[config.mk]
export PLATFORM = sky130hd
export DESIGN_NAME = i2c_txn_capture
export DESIGN_NICKNAME = d
export VERILOG_FILES = /design/src/rtl/i2c_cap_pkg.sv /design/src/rtl/i2c_cap_fifo.sv /design/src/rtl/i2c_txn_capture.sv
export SDC_FILE = /design/constraint.sdc
export NUM_CORES = 1
export LEC_CHECK = 0
export CORE_UTILIZATION = 60
export CTS_CLUSTER_DIAMETER = 40
export CTS_CLUSTER_SIZE = 16
export DETAILED_ROUTE_END_ITERATION = 16
export GPL_TIMING_DRIVEN = 1
export PLACE_DENSITY = 0.78
export SKIP_CTS_REPAIR_TIMING = 1
export SLEW_MARGIN = 10
export SYNTH_ARGS = -nofsm -noshare
export SYNTH_HDL_FRONTEND = slang
export SYNTH_SLANG_ARGS = --single-unit
[constraint.sdc]
create_clock -name i_clk -period 4.2 [get_ports i_clk]
set_clock_uncertainty 0.05 [all_clocks]
set_input_delay 0.63 -clock i_clk [delete_from_list [all_inputs] [get_ports i_clk]]
set_output_delay 0.63 -clock i_clk [all_outputs]
set_load 0.03 [all_outputs]
[src/rtl/i2c_cap_pkg.sv]
// Shared types for the I2C transaction capture block: record layout, record kinds
// and capture FSM states.
package i2c_cap_pkg;

    localparam int REC_W = 11;

    typedef enum logic [1:0] {
        REC_ADDR = 2'd0,
        REC_DATA = 2'd1,
        REC_STOP = 2'd2,
        REC_RSVD = 2'd3
    } rec_kind_e;

    typedef struct packed {
        rec_kind_e  kind;
        logic [7:0] data;
        logic       ack;
    } i2c_rec_t;

    typedef enum logic [2:0] {
        IDLE,
        ADDR,
        ADDR_ACK,
        DATA,
        DATA_ACK
    } cap_state_e;

    function automatic i2c_rec_t mk_rec(rec_kind_e kind, logic [7:0] data, logic ack);
        i2c_rec_t r;
        r.kind = kind;
        r.data = data;
        r.ack  = ack;
        return r;
    endfunction

endpackage

[src/rtl/i2c_cap_fifo.sv]
// Synchronous record FIFO. A push into a full FIFO is still accepted when the head
// is popped in the same cycle; otherwise it is dropped and flagged on o_drop.
module i2c_cap_fifo
    import i2c_cap_pkg::*;
#(
    parameter int DEPTH = 8
) (
    input  logic             i_clk,
    input  logic             i_rst_n,
    input  logic             i_push,
    input  logic [REC_W-1:0] i_rec,
    input  logic             i_pop,
    output logic [REC_W-1:0] o_head,
    output logic             o_empty,
    output logic             o_drop
);

    localparam int AW = $clog2(DEPTH);

    logic [AW:0]      r_wr_ptr;
    logic [AW:0]      r_rd_ptr;
    logic [REC_W-1:0] r_mem [DEPTH];
    logic             w_full;
    logic             w_pop;
    logic             w_push_ok;

    assign w_full    = (r_wr_ptr[AW] != r_rd_ptr[AW]) && (r_wr_ptr[AW-1:0] == r_rd_ptr[AW-1:0]);
    assign o_empty   = (r_wr_ptr == r_rd_ptr);
    assign w_pop     = i_pop && !o_empty;
    assign w_push_ok = i_push && (!w_full || w_pop);
    assign o_drop    = i_push && !w_push_ok;
    assign o_head    = r_mem[r_rd_ptr[AW-1:0]];

    // Storage; cleared on reset so the head reads zero while empty after reset.
    always_ff @(posedge i_clk or negedge i_rst_n) begin
        if (!i_rst_n) begin
            for (int i = 0; i < DEPTH; i++) r_mem[i] <= '0;
        end else if (w_push_ok) begin
            r_mem[r_wr_ptr[AW-1:0]] <= i_rec;
        end
    end

    // Read/write pointers with one extra wrap bit to tell full from empty.
    always_ff @(posedge i_clk or negedge i_rst_n) begin
        if (!i_rst_n) begin
            r_wr_ptr <= '0;
            r_rd_ptr <= '0;
        end else begin
            if (w_push_ok) r_wr_ptr <= r_wr_ptr + 1'b1;
            if (w_pop)     r_rd_ptr <= r_rd_ptr + 1'b1;
        end
    end

endmodule

[src/rtl/i2c_txn_capture.sv]
// I2C bus capture/responder: synchronizes SCL/SDA, tracks START/STOP and byte
// framing, ACKs bytes addressed to SLAVE_ADDR and queues byte-level records.
//
//  state    | meaning
//  ---------+----------------------------------------------
//  IDLE     | bus free, waiting for START
//  ADDR     | shifting in the 7-bit address and R/W bit
//  ADDR_ACK | address byte complete, waiting for 9th bit
//  DATA     | shifting in a data byte
//  DATA_ACK | data byte complete, waiting for 9th bit
module i2c_txn_capture
    import i2c_cap_pkg::*;
#(
    parameter logic [6:0] SLAVE_ADDR  = 7'h22,
    parameter int         FIFO_DEPTH  = 8,
    parameter int         SYNC_STAGES = 2
) (
    input  logic             i_clk,
    input  logic             i_rst_n,
    input  logic             i_scl,
    input  logic             i_sda,
    output logic             o_sda_pull,
    output logic             o_rec_valid,
    input  logic             i_rec_ready,
    output logic [REC_W-1:0] o_rec,
    output logic             o_overflow,
    input  logic             i_clr_overflow
);

    logic [SYNC_STAGES-1:0] r_scl_sync;
    logic [SYNC_STAGES-1:0] r_sda_sync;
    logic                   r_scl_d;
    logic                   r_sda_d;
    cap_state_e             r_state;
    cap_state_e             w_state_nxt;
    logic [7:0]             r_shift;
    logic [2:0]             r_bit_cnt;
    logic                   r_matched;
    logic                   r_rw;
    logic                   r_sda_pull;
    logic                   r_push;
    i2c_rec_t               r_push_rec;
    logic                   r_overflow;
    logic                   w_push;
    i2c_rec_t               w_push_rec;
    logic                   w_scl_s;
    logic                   w_sda_s;
    logic                   w_scl_rise;
    logic                   w_scl_fall;
    logic                   w_start;
    logic                   w_stop;
    logic [7:0]             w_shift_nxt;
    logic                   w_empty;
    logic                   w_drop;

    assign w_scl_s     = r_scl_sync[SYNC_STAGES-1];
    assign w_sda_s     = r_sda_sync[SYNC_STAGES-1];
    assign w_scl_rise  = w_scl_s && !r_scl_d;
    assign w_scl_fall  = !w_scl_s && r_scl_d;
    assign w_start     = w_scl_s && r_sda_d && !w_sda_s;
    assign w_stop      = w_scl_s && !r_sda_d && w_sda_s;
    assign w_shift_nxt = {r_shift[6:0], w_sda_s};

    // Synchronize the raw bus lines and keep the previous sample for edge detection.
    always_ff @(posedge i_clk or negedge i_rst_n) begin
        if (!i_rst_n) begin
            r_scl_sync <= '1;
            r_sda_sync <= '1;
            r_scl_d    <= 1'b1;
            r_sda_d    <= 1'b1;
        end else begin
            r_scl_sync <= {r_scl_sync[SYNC_STAGES-2:0], i_scl};
            r_sda_sync <= {r_sda_sync[SYNC_STAGES-2:0], i_sda};
            r_scl_d    <= w_scl_s;
            r_sda_d    <= w_sda_s;
        end
    end

    // Capture FSM state register.
    always_ff @(posedge i_clk or negedge i_rst_n) begin
        if (!i_rst_n) r_state <= IDLE;
        else          r_state <= w_state_nxt;
    end

    // Next state and record push; STOP wins, START restarts framing from any state.
    always_comb begin
        w_state_nxt = r_state;
        w_push      = 1'b0;
        w_push_rec  = '0;
        if (w_stop) begin
            w_state_nxt = IDLE;
            w_push      = 1'b1;
            w_push_rec  = mk_rec(REC_STOP, 8'h00, 1'b1);
        end else if (w_start) begin
            w_state_nxt = ADDR;
        end else if (w_scl_rise) begin
            case (r_state)
                ADDR:     if (r_bit_cnt == 3'd7) w_state_nxt = ADDR_ACK;
                ADDR_ACK: begin
                    w_state_nxt = DATA;
                    w_push      = 1'b1;
                    w_push_rec  = mk_rec(REC_ADDR, r_shift, w_sda_s);
                end
                DATA:     if (r_bit_cnt == 3'd7) w_state_nxt = DATA_ACK;
                DATA_ACK: begin
                    w_state_nxt = DATA;
                    w_push      = 1'b1;
                    w_push_rec  = mk_rec(REC_DATA, r_shift, w_sda_s);
                end
                default:  ;
            endcase
        end
    end

    // Shift register, bit counter, address match and the open-drain ACK driver.
    // The ACK window runs from the SCL fall after bit 8 to the SCL fall after bit 9.
    always_ff @(posedge i_clk or negedge i_rst_n) begin
        if (!i_rst_n) begin
            r_shift    <= '0;
            r_bit_cnt  <= '0;
            r_matched  <= 1'b0;
            r_rw       <= 1'b0;
            r_sda_pull <= 1'b0;
            r_push     <= 1'b0;
            r_push_rec <= '0;
        end else begin
            r_push     <= w_push;
            r_push_rec <= w_push_rec;
            if (w_start || w_stop) begin
                r_bit_cnt  <= '0;
                r_matched  <= 1'b0;
                r_sda_pull <= 1'b0;
            end else begin
                if (w_scl_rise && (r_state == ADDR || r_state == DATA)) begin
                    r_shift   <= w_shift_nxt;
                    r_bit_cnt <= r_bit_cnt + 3'd1;
                    if (r_state == ADDR && r_bit_cnt == 3'd7) begin
                        r_matched <= (w_shift_nxt[7:1] == SLAVE_ADDR);
                        r_rw      <= w_shift_nxt[0];
                    end
                end
                if (w_scl_fall) begin
                    r_sda_pull <= r_matched &&
                                  (r_state == ADDR_ACK || (r_state == DATA_ACK && !r_rw));
                end
            end
        end
    end

    i2c_cap_fifo #(
        .DEPTH (FIFO_DEPTH)
    ) u_fifo (
        .i_clk   (i_clk),
        .i_rst_n (i_rst_n),
        .i_push  (r_push),
        .i_rec   (r_push_rec),
        .i_pop   (i_rec_ready),
        .o_head  (o_rec),
        .o_empty (w_empty),
        .o_drop  (w_drop)
    );

    // Sticky overflow; a drop in the same cycle as a clear keeps it set.
    always_ff @(posedge i_clk or negedge i_rst_n) begin
        if (!i_rst_n)            r_overflow <= 1'b0;
        else if (w_drop)         r_overflow <= 1'b1;
        else if (i_clr_overflow) r_overflow <= 1'b0;
    end

    assign o_sda_pull  = r_sda_pull;
    assign o_rec_valid = !w_empty;
    assign o_overflow  = r_overflow;

endmodule

==> out/results.tsv, run 1 <==
stage	metric	value	unit
global_route	first-pass GRT wire length	18.9	mm
route	routed len/inst	20.6	µm
setup_path	CP max FO	26	
sta	fin crit share	81.9	%
finish	fraction of layout cells with a size suffix above 1	42.7	%
pwr	VDD IR-drop max	0.410	mV
sta	worst setup margin	0.762	ns
placement	post-DP HPWL	7.10	mm
floorplanning	Die Ht	103	µm
setup_path	worst endpoint data arrival time	2.76	ns
route	1st-iter DRT viols	169	
pwr	Pwr per Cell Area	539	nW/µm²
sta	final setup vio count	0	
pwr	Leakage	3.27	nW
sta	Slew headroom	31.1	%
run	# Max-Cap Violations	0	
sta	final hold violation count	0	
clock_tree	Worst-path clk slew	0.06	ns
clock_tree	maximum buffer depth of the clock tree	2	
sta	setup TNS	0	ns
sta	Tmin final	3.44	ns
clock_tree	Clock Tree Root	clkbuf_8	
global_route	GRT Total Usage	24.9	%
setup_path	crit start category	register	
synth	Mapped Area	6160	µm²
setup_path	worst-case reg-to-reg path depth	7	
global_route	gr ovfl total	0	
finish	fillcell total	622	
setup_path	Req. time, crit path	3.52	ns
clock_tree	CTS Buf Count	17	
synth	Synth Area in Adders	0.812	%
synth	largest family of logic cells by synthesized area	multiplexers	
finish	Nets	433	
clock_tree	H-Tree Depth	4	
global_route	pin count of the biggest net entering global routing	79	
floorplanning	Initial Utilization	62.5	%
setup_path	Setup CP Type	reg -> out	
synth	Compound-Gate Fraction of Synth Area	3.35	%
route	ANT nets after route	0	
sta	unrepaired setup endpoints after global routing	false	
finish	fin util	71.3	%
floorplanning	DIE AREA	10700	µm²
route	via count	3340	
sta	Hold WS	0.187	ns
synth	YS warnings	0	
synth	flops & latches, synth	132	
floorplanning	IO Count	20	
clock_tree	Clock Sinks	132	
floorplanning	core area	9860	µm²
placement	PortBufs	19	
placement	Placer Congestion	0.717	
placement	dpl ws	1.29	ns
synth	syn nets	410	
clock_tree	worst-skew pair later-pin latency	0.52	ns
synth	mux share of post-synthesis cell area	31.3	%
global_route	initial antenna violation count	0	
synth	xor/xnor share of the synthesized area	1.83	%
run_status	status	finished, final reports clean	
finish	ANT cells	0	
synth	syn avg cell area	15.4	µm²
floorplanning	num rows	36	
synth	register area share after synthesis	53.7	%
route	total iterations of the first detailed-routing run	4	
route	via/cell ratio	5.87	
route	DR DRC count	0	
sta	Worst-Margin Slew	1.02	ns
clock_tree	CTS tree	done	
global_route	vias in the first global route	3533	
route	DRT Wirelength	11.7	mm
synth	Unique masters post-synth	48	
floorplanning	chip width	103	µm
pwr	Tot Pwr	3.79	mW
synth	simple logic cell fraction of the synthesized area	5.83	%
sta	fmax	291	MHz
setup_path	CP endpoint kind	output port	
sta	Slew Limit Fails	0	
worst_hold_path	HP Class	in -> async	
finish	P&R area growth vs syn	14.1	%
synth	synthesized instance count	400	
metrics by stage:
stage / std cells / area [µm²]
2_1_floorplan: 400 / 6160
3_3_place_gp: 537 / 6410
3_5_place_dp: 537 / 6410
4_1_cts: 569 / 7030
5_1_grt: 569 / 7030
6_report: 569 / 7030
critical path, cell delays in order, from the launching register on:
cell and delay [ns]:
dfrtp_1 0.33, buf_4 0.43, mux4_2 0.60, mux2_2 0.28, clkdlybuf4s50_1 0.59
power breakdown:
part           internal (mW)  switching, mW
sequential              1.37         0.0940
clock                   1.04          0.526
combinational          0.342          0.424
layout make-up:
class	count	area (µm²)	share of cell area, %
Sequential cell	132	3310	47.1
Multi-Input combinational cell	240	2660	37.8
Clock buffer	22	443	6.30
Timing Repair Buffer	29	263	3.74
Clock inverter	10	180	2.56
Tap cell	133	166	2.37
Inverter	3	11.3	0.160
cell families after synthesis:
| logic type | count (synthesis) |
|---|---|
| muxes | 136 |
| buffers and inverters | 28 |
| adders and majority gates | 4 |
| and+or+nand+nor | 62 |
| xor gates and xnor gates | 12 |
| AOI/OAI and AO/OA | 26 |
| DFF | 132 |
path summary, 6_finish.rpt:
path	start	endpoint	slack (ns)
worst max-delay path	u_fifo.r_rd_ptr[0]$_DFFE_PN0P_	o_rec[3]	0.76
worst min-delay path	i_rst_n	u_fifo.r_wr_ptr[2]$_DFFE_PN0P_	0.19
worst max register to register	u_fifo.r_rd_ptr[0]$_DFFE_PN0P_	u_fifo.r_mem[6]$_DFFE_PN0P_	1.40
worst min register to register	r_sda_sync[0]$_DFF_PN1_	r_sda_sync[1]$_DFF_PN1_	0.30
max in group asynchronous	i_rst_n	u_fifo.r_mem[85]$_DFFE_PN0P_	2.92
min in group i_clk	r_sda_sync[0]$_DFF_PN1_	r_sda_sync[1]$_DFF_PN1_	0.30
per-layer routing:
layer / routed length, µm / GRT usage [%]
met2: 5720 / 39.0
met5: 0 / 0
met4: 217 / 10.9
met3: 321 / 5.31
met1: 5440 / 34.0
Yosys cell counts (all sizes together):
library cell	count	share of area [%]
dfrtp	126	51
mux2	111	23
mux4	22	8.0
buf	19	2.6
a21oi	11	1.7
nor2	11	0.93
and2	10	1.0
nand2	9	0.55
xnor2	9	1.4
nand3	8	0.65
clkbuf	6	0.39
dfstp	6	2.6
nor2b	6	0.61
o21ai	6	0.49
nand2b	5	0.51
ha	4	0.81
inv	3	0.18
mux2i	3	0.49
xor2	3	0.43
a22oi	2	0.24
and3	2	0.20
nand4	2	0.20
nor3b	2	0.24
a211o	1	0.14
a211oi	1	0.12
a21bo	1	0.16
a21boi	1	0.12
nand4b	1	0.14
nor4	1	0.10
nor4b	1	0.14
nor4bb	1	0.16
o211ai	1	0.12
o21bai	1	0.12
o311ai	1	0.14
or2	1	0.10
or3	1	0.10
or4b	1	0.16
layout by cell type (no fill, tap or decap), types with 9 or more instances in the layout:
cell type / Yosys / layout
and2_1: 10 / 10
buf_4: 5 / 11
clkbuf_16: 0 / 16
clkdlybuf4s50_1: 0 / 18
dfrtp_1: 126 / 126
mux2_2: 69 / 69
mux2_4: 41 / 41
mux4_2: 22 / 22
nand2_1: 9 / 9
nor2_1: 10 / 10
registers in the layout, summed over array words and instances (netlist names):
name,count
r_shift,8
o_overflow,1
r_sda_d,1
r_state,3
r_rw,1
r_scl_d,1
r_bit_cnt,3
u_fifo.r_wr_ptr,4
u_fifo.r_mem,88
r_scl_sync,2
r_sda_sync,2
u_fifo.r_rd_ptr,4
r_push_rec,11
o_sda_pull,1
r_matched,1
r_push,1
Note: power is estimated with default switching activity, not from simulation.
==> inputs of run 2 (changes only) <==
--- a/config.mk
+++ b/config.mk
@@ -5,12 +5,12 @@
 export SDC_FILE = /design/constraint.sdc
 export NUM_CORES = 1
 export LEC_CHECK = 0
-export CORE_UTILIZATION = 60
+export CORE_UTILIZATION = 55
 export CTS_CLUSTER_DIAMETER = 40
 export CTS_CLUSTER_SIZE = 16
 export DETAILED_ROUTE_END_ITERATION = 16
 export GPL_TIMING_DRIVEN = 1
-export PLACE_DENSITY = 0.78
+export PLACE_DENSITY = 0.75
 export SKIP_CTS_REPAIR_TIMING = 1
 export SLEW_MARGIN = 10
 export SYNTH_ARGS = -nofsm -noshare
==> constraint.sdc (replaced) <==
create_clock -name i_clk -period 3.1 [get_ports i_clk]
set_clock_uncertainty 0.05 [all_clocks]
set_input_delay 0.465 -clock i_clk [delete_from_list [all_inputs] [get_ports i_clk]]
set_output_delay 0.465 -clock i_clk [all_outputs]
set_load 0.03 [all_outputs]
==> run 2 against run 1 <==
Compared with the run above:
- first-iteration DRC count shrank 9.5%
- non-clock buffer count increased by 8
- largest power group is now registers
- sequential share of layout area down 0.075 points
- routed wire length down 1.4%
- power grew 26%
- critical path depth increased by 1
==> out/results.tsv, run 2 (synthesis gave the netlist of run 1 again) <==
stage	metric	value	unit	change
setup_path	crit start category	register		unchanged
floorplanning	chip width	108	µm	was 103 µm
finish	fraction of layout cells with a size suffix above 1	43.0	%	was 42.7%
setup_path	worst-case reg-to-reg path depth	7		unchanged
worst_hold_path	hold path depth	1		
setup_path	reg-to-reg startpoint	u_fifo.r_rd_ptr[1]$_DFFE_PN0P_		was u_fifo.r_rd_ptr[0]$_DFFE_PN0P_
setup_path	CP max FO	26		unchanged
global_route	gr ovfl total	0		unchanged
sta	fmax	344	MHz	
finish	fin cells	584		was 569
setup_path	worst endpoint data arrival time	2.39	ns	was 2.76 ns
sta	unrepaired setup endpoints after global routing	false		unchanged
route	DR DRC count	0		unchanged
clock_tree	Worst-path clk slew	0.06	ns	about the same
worst_hold_path	worst hold path startpoint	i_scl		
sta	setup TNS	0	ns	unchanged
finish	most frequent cells in the layout	126 x dfrtp_1, 69 x mux2_2, 41 x mux2_4		unchanged
setup_path	Critical Path Max Stage Delay	0.60	ns	about the same
route	total iterations of the first detailed-routing run	4		unchanged
route	ANT nets after route	0		unchanged
floorplanning	num rows	38		was 36
setup_path	Slowest cell on crit path	clkdlybuf4s50_1		was mux4_2
clock_tree	Clock Tree Root	clkbuf_8		unchanged
route	DRT Wirelength	11.5	mm	was 11.7 mm
pwr	Leakage	3.48	nW	was 3.27 nW
sta	fin crit share	93.7	%	
pwr	Tot Pwr	4.77	mW	was 3.79 mW
clock_tree	worst-skew pair later-pin latency	0.52	ns	about the same
finish	area of the multi-input gates	2660	µm²	about the same
floorplanning	Initial Utilization	56.6	%	was 62.5%
pwr	VDD IR-drop max	0.524	mV	was 0.410 mV
finish	fillcell total	758		was 622
finish	Nets	441		was 433
global_route	initial antenna violation count	0		unchanged
route	1st-iter DRT viols	153		was 169
floorplanning	core area	10900	µm²	was 9860 µm²
floorplanning	DIE AREA	11600	µm²	was 10700 µm²
finish	ANT cells	0		unchanged
clock_tree	CTS Buf Count	17		unchanged
sta	Slew Limit Fails	0		unchanged
setup_path	critical-path cell list	buf_4 > xnor2_1 > and3_2 > nand2_1 > clkdlybuf4s50_1		was buf_4 > mux4_2 > mux2_2 > clkdlybuf4s50_1
finish	Biggest register	u_fifo.r_mem		unchanged
sta	final hold violation count	0		unchanged
run	# Max-Cap Violations	0		unchanged
placement	Placer Congestion	0.726		was 0.717
floorplanning	IO Count	20		unchanged
global_route	GRT Total Usage	22.7	%	was 24.9%
finish	P&R area growth vs syn	14.3	%	was 14.1%
setup_path	reg2reg end	u_fifo.r_mem[73]$_DFFE_PN0P_		was u_fifo.r_mem[6]$_DFFE_PN0P_
setup_path	CP endpoint kind	output port		unchanged
setup_path	Reg2Reg Setup Slack	0.75	ns	was 1.40 ns
finish	number of flip-flops in the largest register	88		unchanged
placement	post-DP HPWL	7.19	mm	was 7.10 mm
setup_path	Top delay family on crit path	buffers and inverters		unchanged
worst_hold_path	HP Class	in -> reg		was in -> async
clock_tree	H-Tree Depth	4		unchanged
route	routed len/inst	19.7	µm	was 20.6 µm
global_route	vias in the first global route	3502		was 3533
clock_tree	Clock Sinks	132		unchanged
finish	Storage cell area	3310	µm²	unchanged
placement	dpl cells	551		was 537
sta	Hold WS	0.292	ns	was 0.187 ns
setup_path	Setup CP Type	reg -> out		unchanged
clock_tree	maximum buffer depth of the clock tree	2		unchanged
floorplanning	Die Ht	108	µm	was 103 µm
worst_hold_path	worst hold endpoint	r_scl_sync[0]$_DFF_PN1_		
global_route	first-pass GRT wire length	19.1	mm	was 18.9 mm
setup_path	WP buf/inv	2		unchanged
sta	Worst-Margin Slew	0.509	ns	was 1.02 ns
route	via count	3361		was 3340
finish	Largest regs	u_fifo.r_mem: 88 flops, r_push_rec: 11 flops, r_shift: 8 flops		unchanged
sta	Tmin final	2.91	ns	
run_status	status	finished, final reports clean		unchanged
finish	Final Cell Area	7040	µm²	was 7030 µm²
placement	PortBufs	19		unchanged
setup_path	Req. time, crit path	2.58	ns	was 3.52 ns
pwr	Pwr per Cell Area	678	nW/µm²	was 539 nW/µm²
placement	DP Area	6490	µm²	was 6410 µm²
route	via/cell ratio	5.76		was 5.87
global_route	pin count of the biggest net entering global routing	49		was 79
finish	commonest non-fill, non-tap cell in the layout	dfrtp_1		unchanged
clock_tree	CTS tree	done		unchanged
sta	Slew headroom	66.1	%	was 31.1%
sta	final setup vio count	0		unchanged
==> run 2: cell count changes in the layout (fill, tap and decap cells not counted), moves of 2 or more <==
| cell | previous run | this run |
|---|---|---|
| bufinv_16 | 5 | 0 |
| dlymetal6s2s_1 | 0 | 11 |
| clkbuf_8 | 2 | 4 |
| buf_4 | 11 | 16 |
| buf_12 | 0 | 2 |
| clkbuf_1 | 4 | 7 |
| clkdlybuf4s50_1 | 18 | 7 |
==> run 2: stage by stage <==
step	setup slack [ns]	util (%)
after floorplan	0.930	-
after global placement	0.571	59.7
after detailed placement	0.567	59.7
after CTS	0.00886	64.3
after global routing	0.0857	64.7
final	0.194	64.7
==> run 2: worst max path at each step <==
stage	from	slack (ns)	depth (start not counted)	end
3_3_place_gp	u_fifo.r_rd_ptr[0]$_DFFE_PN0P_	0.57	4	o_rec[1]
4_1_cts	u_fifo.r_rd_ptr[0]$_DFFE_PN0P_	0.009	4	o_rec[1]
3_5_place_dp	u_fifo.r_rd_ptr[0]$_DFFE_PN0P_	0.57	4	o_rec[1]
5_1_grt	u_fifo.r_rd_ptr[1]$_DFFE_PN0P_	0.09	5	o_rec_valid
6_report	u_fifo.r_rd_ptr[1]$_DFFE_PN0P_	0.19	5	o_rec_valid
2_1_floorplan	u_fifo.r_rd_ptr[0]$_DFFE_PN0P_	0.93	4	o_rec[0]
==> run 2: cell type report <==
type	instances	share of cell area [%]
Timing Repair Buffer	37	5.37
Clock inverter	5	0.391
Sequential cell	132	47.0
Multi-Input combinational cell	240	37.8
Inverter	3	0.160
Clock buffer	27	6.84
Tap cell	140	2.49
==> run 2: worst reg2reg max path, delay by kind of cell (launching register included) <==
kind	cells	cell delay [ns]
XOR/XNOR	1	0.14
flip-flops	1	0.32
buffers and inverters	3	0.84
multiplexers	1	0.32
AO/OA/AOI/OAI	1	0.26
AND/OR/NAND/NOR	1	0.31
==> run 2: per-layer routing <==
metal  up-vias  part of all wire (%)  global-route usage, %
met5         -                     0                      0
met2        60                    49                   35.5
met3        14                   3.0                   5.08
met1      1777                    47                   30.9
li1       1510                     -                      -
met4         0                   1.4                   9.10
==> run 2: power by group <==
part | leakage, nW | internal [mW] | switching, mW
clock network | 0.250 | 1.04 | 0.685
registers | 1.80 | 1.85 | 0.148
logic | 1.43 | 0.490 | 0.555
total | 3.48 | 3.38 | 1.39
==> inputs of run 3 (changes only) <==
--- a/config.mk
+++ b/config.mk
@@ -5,12 +5,12 @@
 export SDC_FILE = /design/constraint.sdc
 export NUM_CORES = 1
 export LEC_CHECK = 0
-export CORE_UTILIZATION = 55
+export ABC_CLOCK_PERIOD_IN_PS = 3100
+export CORE_UTILIZATION = 45
 export CTS_CLUSTER_DIAMETER = 40
 export CTS_CLUSTER_SIZE = 16
 export DETAILED_ROUTE_END_ITERATION = 16
 export GPL_TIMING_DRIVEN = 1
-export PLACE_DENSITY = 0.75
 export SKIP_CTS_REPAIR_TIMING = 1
 export SLEW_MARGIN = 10
 export SYNTH_ARGS = -nofsm -noshare
==> run 3 against run 2 <==
Compared with the run above:
- cell count up 6.5%
- worst hold slack worse by 0.23 ns
- fmax down 1.9%
- global-route usage down 4.3 points
- clock power up 11%
- via count down 2.2%
- count of clock-buffer cells in the layout up 2
- die area up 22%
- utilization down 11 points
- critical path depth down 1
- first-iteration DRC count up 23%
- sequential share of layout area down 0.53 points
- critical path type unchanged
- largest power group unchanged
- highest routed layer unchanged
==> out/results.tsv, run 3 (synthesis gave the netlist of run 1 again) <==
stage	metric	value	unit	change
run_status	status	finished, final reports clean		unchanged
global_route	gr ovfl total	0		unchanged
sta	Worst-Margin Slew	0.694	ns	was 0.509 ns
finish	most frequent cells in the layout	126 x dfrtp_1, 69 x mux2_2, 41 x mux2_4		unchanged
sta	Hold WS	0.0620	ns	was 0.292 ns
route	ANT nets after route	0		unchanged
finish	P&R area growth vs syn	15.6	%	was 14.3%
setup_path	Worst Setup SP	u_fifo.r_rd_ptr[0]$_DFFE_PN0P_		was u_fifo.r_rd_ptr[1]$_DFFE_PN0P_
setup_path	reg-to-reg startpoint	u_fifo.r_rd_ptr[0]$_DFFE_PN0P_		was u_fifo.r_rd_ptr[1]$_DFFE_PN0P_
route	1st-iter DRT viols	188		was 153
setup_path	crit start category	register		unchanged
global_route	vias in the first global route	3474		was 3502
sta	setup TNS	0	ns	unchanged
setup_path	WP buf/inv	2		unchanged
sta	Tmin final	2.96	ns	was 2.91 ns
finish	Largest regs	u_fifo.r_mem: 88 flops, r_push_rec: 11 flops, r_shift: 8 flops		unchanged
clock_tree	H-Tree Depth	4		unchanged
clock_tree	maximum buffer depth of the clock tree	2		unchanged
sta	fin crit share	95.6	%	was 93.7%
setup_path	Reg2Reg Setup Slack	0.73	ns	was 0.75 ns
pwr	VDD IR-drop max	0.388	mV	was 0.524 mV
sta	unrepaired setup endpoints after global routing	false		unchanged
floorplanning	IO Count	20		unchanged
setup_path	critical-path cell list	buf_6 > mux4_2 > mux2_2 > clkdlybuf4s50_1		was buf_4 > xnor2_1 > and3_2 > nand2_1 > clkdlybuf4s50_1
run	# Max-Cap Violations	0		unchanged
clock_tree	worst-skew pair later-pin latency	0.41	ns	was 0.52 ns
floorplanning	chip width	119	µm	was 108 µm
worst_hold_path	HP Class	in -> async		was in -> reg
sta	final hold violation count	0		unchanged
route	DRT Wirelength	11.8	mm	was 11.5 mm
floorplanning	core area	13300	µm²	was 10900 µm²
placement	Placer Congestion	0.784		was 0.726
clock_tree	Clock Sinks	132		unchanged
placement	DP Area	6550	µm²	was 6490 µm²
setup_path	Slowest cell on crit path	clkdlybuf4s50_1		unchanged
clock_tree	Clock Tree Root	clkbuf_16		was clkbuf_8
placement	dpl cells	590		was 551
floorplanning	num rows	42		was 38
setup_path	Worst path depth	4		was 5
placement	PortBufs	19		unchanged
sta	final setup vio count	0		unchanged
route	total iterations of the first detailed-routing run	4		unchanged
sta	Slew headroom	53.7	%	was 66.1%
setup_path	Critical Path Max Stage Delay	0.59	ns	was 0.60 ns
floorplanning	Initial Utilization	46.3	%	was 56.6%
clock_tree	Worst-path clk slew	0.05	ns	was 0.06 ns
global_route	GRT Total Usage	18.4	%	was 22.7%
sta	fmax	338	MHz	was 344 MHz
finish	fin cells	622		was 584
route	via/cell ratio	5.28		was 5.76
setup_path	CP max FO	16		was 26
setup_path	crit path capture	o_rec[8]		was o_rec_valid
floorplanning	Die Ht	119	µm	was 108 µm
finish	number of flip-flops in the largest register	88		unchanged
floorplanning	DIE AREA	14200	µm²	was 11600 µm²
finish	ANT cells	0		unchanged
clock_tree	CTS tree	done		unchanged
finish	Biggest register	u_fifo.r_mem		unchanged
finish	Nets	443		was 441
setup_path	reg2reg end	u_fifo.r_mem[48]$_DFFE_PN0P_		was u_fifo.r_mem[73]$_DFFE_PN0P_
finish	fraction of layout cells with a size suffix above 1	44.2	%	was 43.0%
finish	Final Cell Area	7120	µm²	was 7040 µm²
placement	post-DP HPWL	7.55	mm	was 7.19 mm
pwr	Leakage	3.31	nW	was 3.48 nW
pwr	Pwr per Cell Area	701	nW/µm²	was 678 nW/µm²
route	DR DRC count	0		unchanged
global_route	initial antenna violation count	0		unchanged
setup_path	Setup CP Type	reg -> out		unchanged
setup_path	Top delay family on crit path	buffers and inverters		unchanged
sta	Slew Limit Fails	0		unchanged
global_route	pin count of the biggest net entering global routing	96		was 49
setup_path	Req. time, crit path	2.58	ns	about the same
route	via count	3286		was 3361
route	routed len/inst	19.0	µm	was 19.7 µm
setup_path	CP endpoint kind	output port		unchanged
global_route	first-pass GRT wire length	19.4	mm	was 19.1 mm
clock_tree	CTS Buf Count	17		unchanged
setup_path	worst endpoint data arrival time	2.45	ns	was 2.39 ns
finish	commonest non-fill, non-tap cell in the layout	dfrtp_1		unchanged
setup_path	worst-case reg-to-reg path depth	6		was 7
## run 3: cell types whose count changed in the layout (fill, tap and decap cells not counted), sizes merged
cell and delta:
buf +5, clkinv -3, dlymetal6s2s -11, dlygate4sd3 -1, clkbuf +2, clkdlybuf4s50 +9, bufinv +1
## run 3: layer usage
| metal | share of wire [%] | up-vias | track usage [%] |
|---|---|---|---|
| li1 | - | 1517 | - |
| met1 | 46 | 1713 | 24.5 |
| met2 | 49 | 43 | 29.1 |
| met3 | 3.3 | 13 | 4.79 |
| met4 | 1.3 | 0 | 6.49 |
| met5 | 0 | - | 0 |
## run 3: layout make-up
cell class / instances / area (µm²)
multi-input cells: 240 / 2660
inverters: 3 / 11.3
repair buffers: 39 / 349
fillers: 1082 / 6170
flip-flops and latches: 132 / 3310
well taps: 176 / 220
clock inverters: 3 / 42.5
clock buffers: 29 / 531
## run 3: worst min-delay path by stage
stage / start / endpoint / slack [ns] / cells past startpoint
after global placement: r_scl_sync[0]$_DFF_PN1_ / r_scl_sync[1]$_DFF_PN1_ / 0.30 / 0
after detailed placement: r_scl_sync[0]$_DFF_PN1_ / r_scl_sync[1]$_DFF_PN1_ / 0.30 / 0
after CTS: i_rst_n / u_fifo.r_mem[77]$_DFFE_PN0P_ / 0.08 / 2
after floorplan: i_rst_n / o_overflow$_DFFE_PN0P_ / 0.12 / 0
final: i_rst_n / u_fifo.r_mem[33]$_DFFE_PN0P_ / 0.06 / 2
after global routing: i_rst_n / u_fifo.r_wr_ptr[2]$_DFFE_PN0P_ / 0.08 / 2
## run 3: power by group
group / leakage, nW / internal, mW / switching [mW]
registers: 1.80 / 1.85 / 0.132
clock network: 0.278 / 1.23 / 0.692
logic: 1.24 / 0.509 / 0.576
## run 3: metrics by stage
step | worst slack [ns] | utilization (%) | power (mW)
after floorplan | 0.930 | - | 2.83
after global placement | 0.469 | 49.2 | 3.08
after detailed placement | 0.498 | 49.2 | 3.10
after CTS | 0.0245 | 53.5 | 5.04
after global routing | 0.0453 | 53.6 | 5.21
final | 0.137 | 53.6 | 4.99
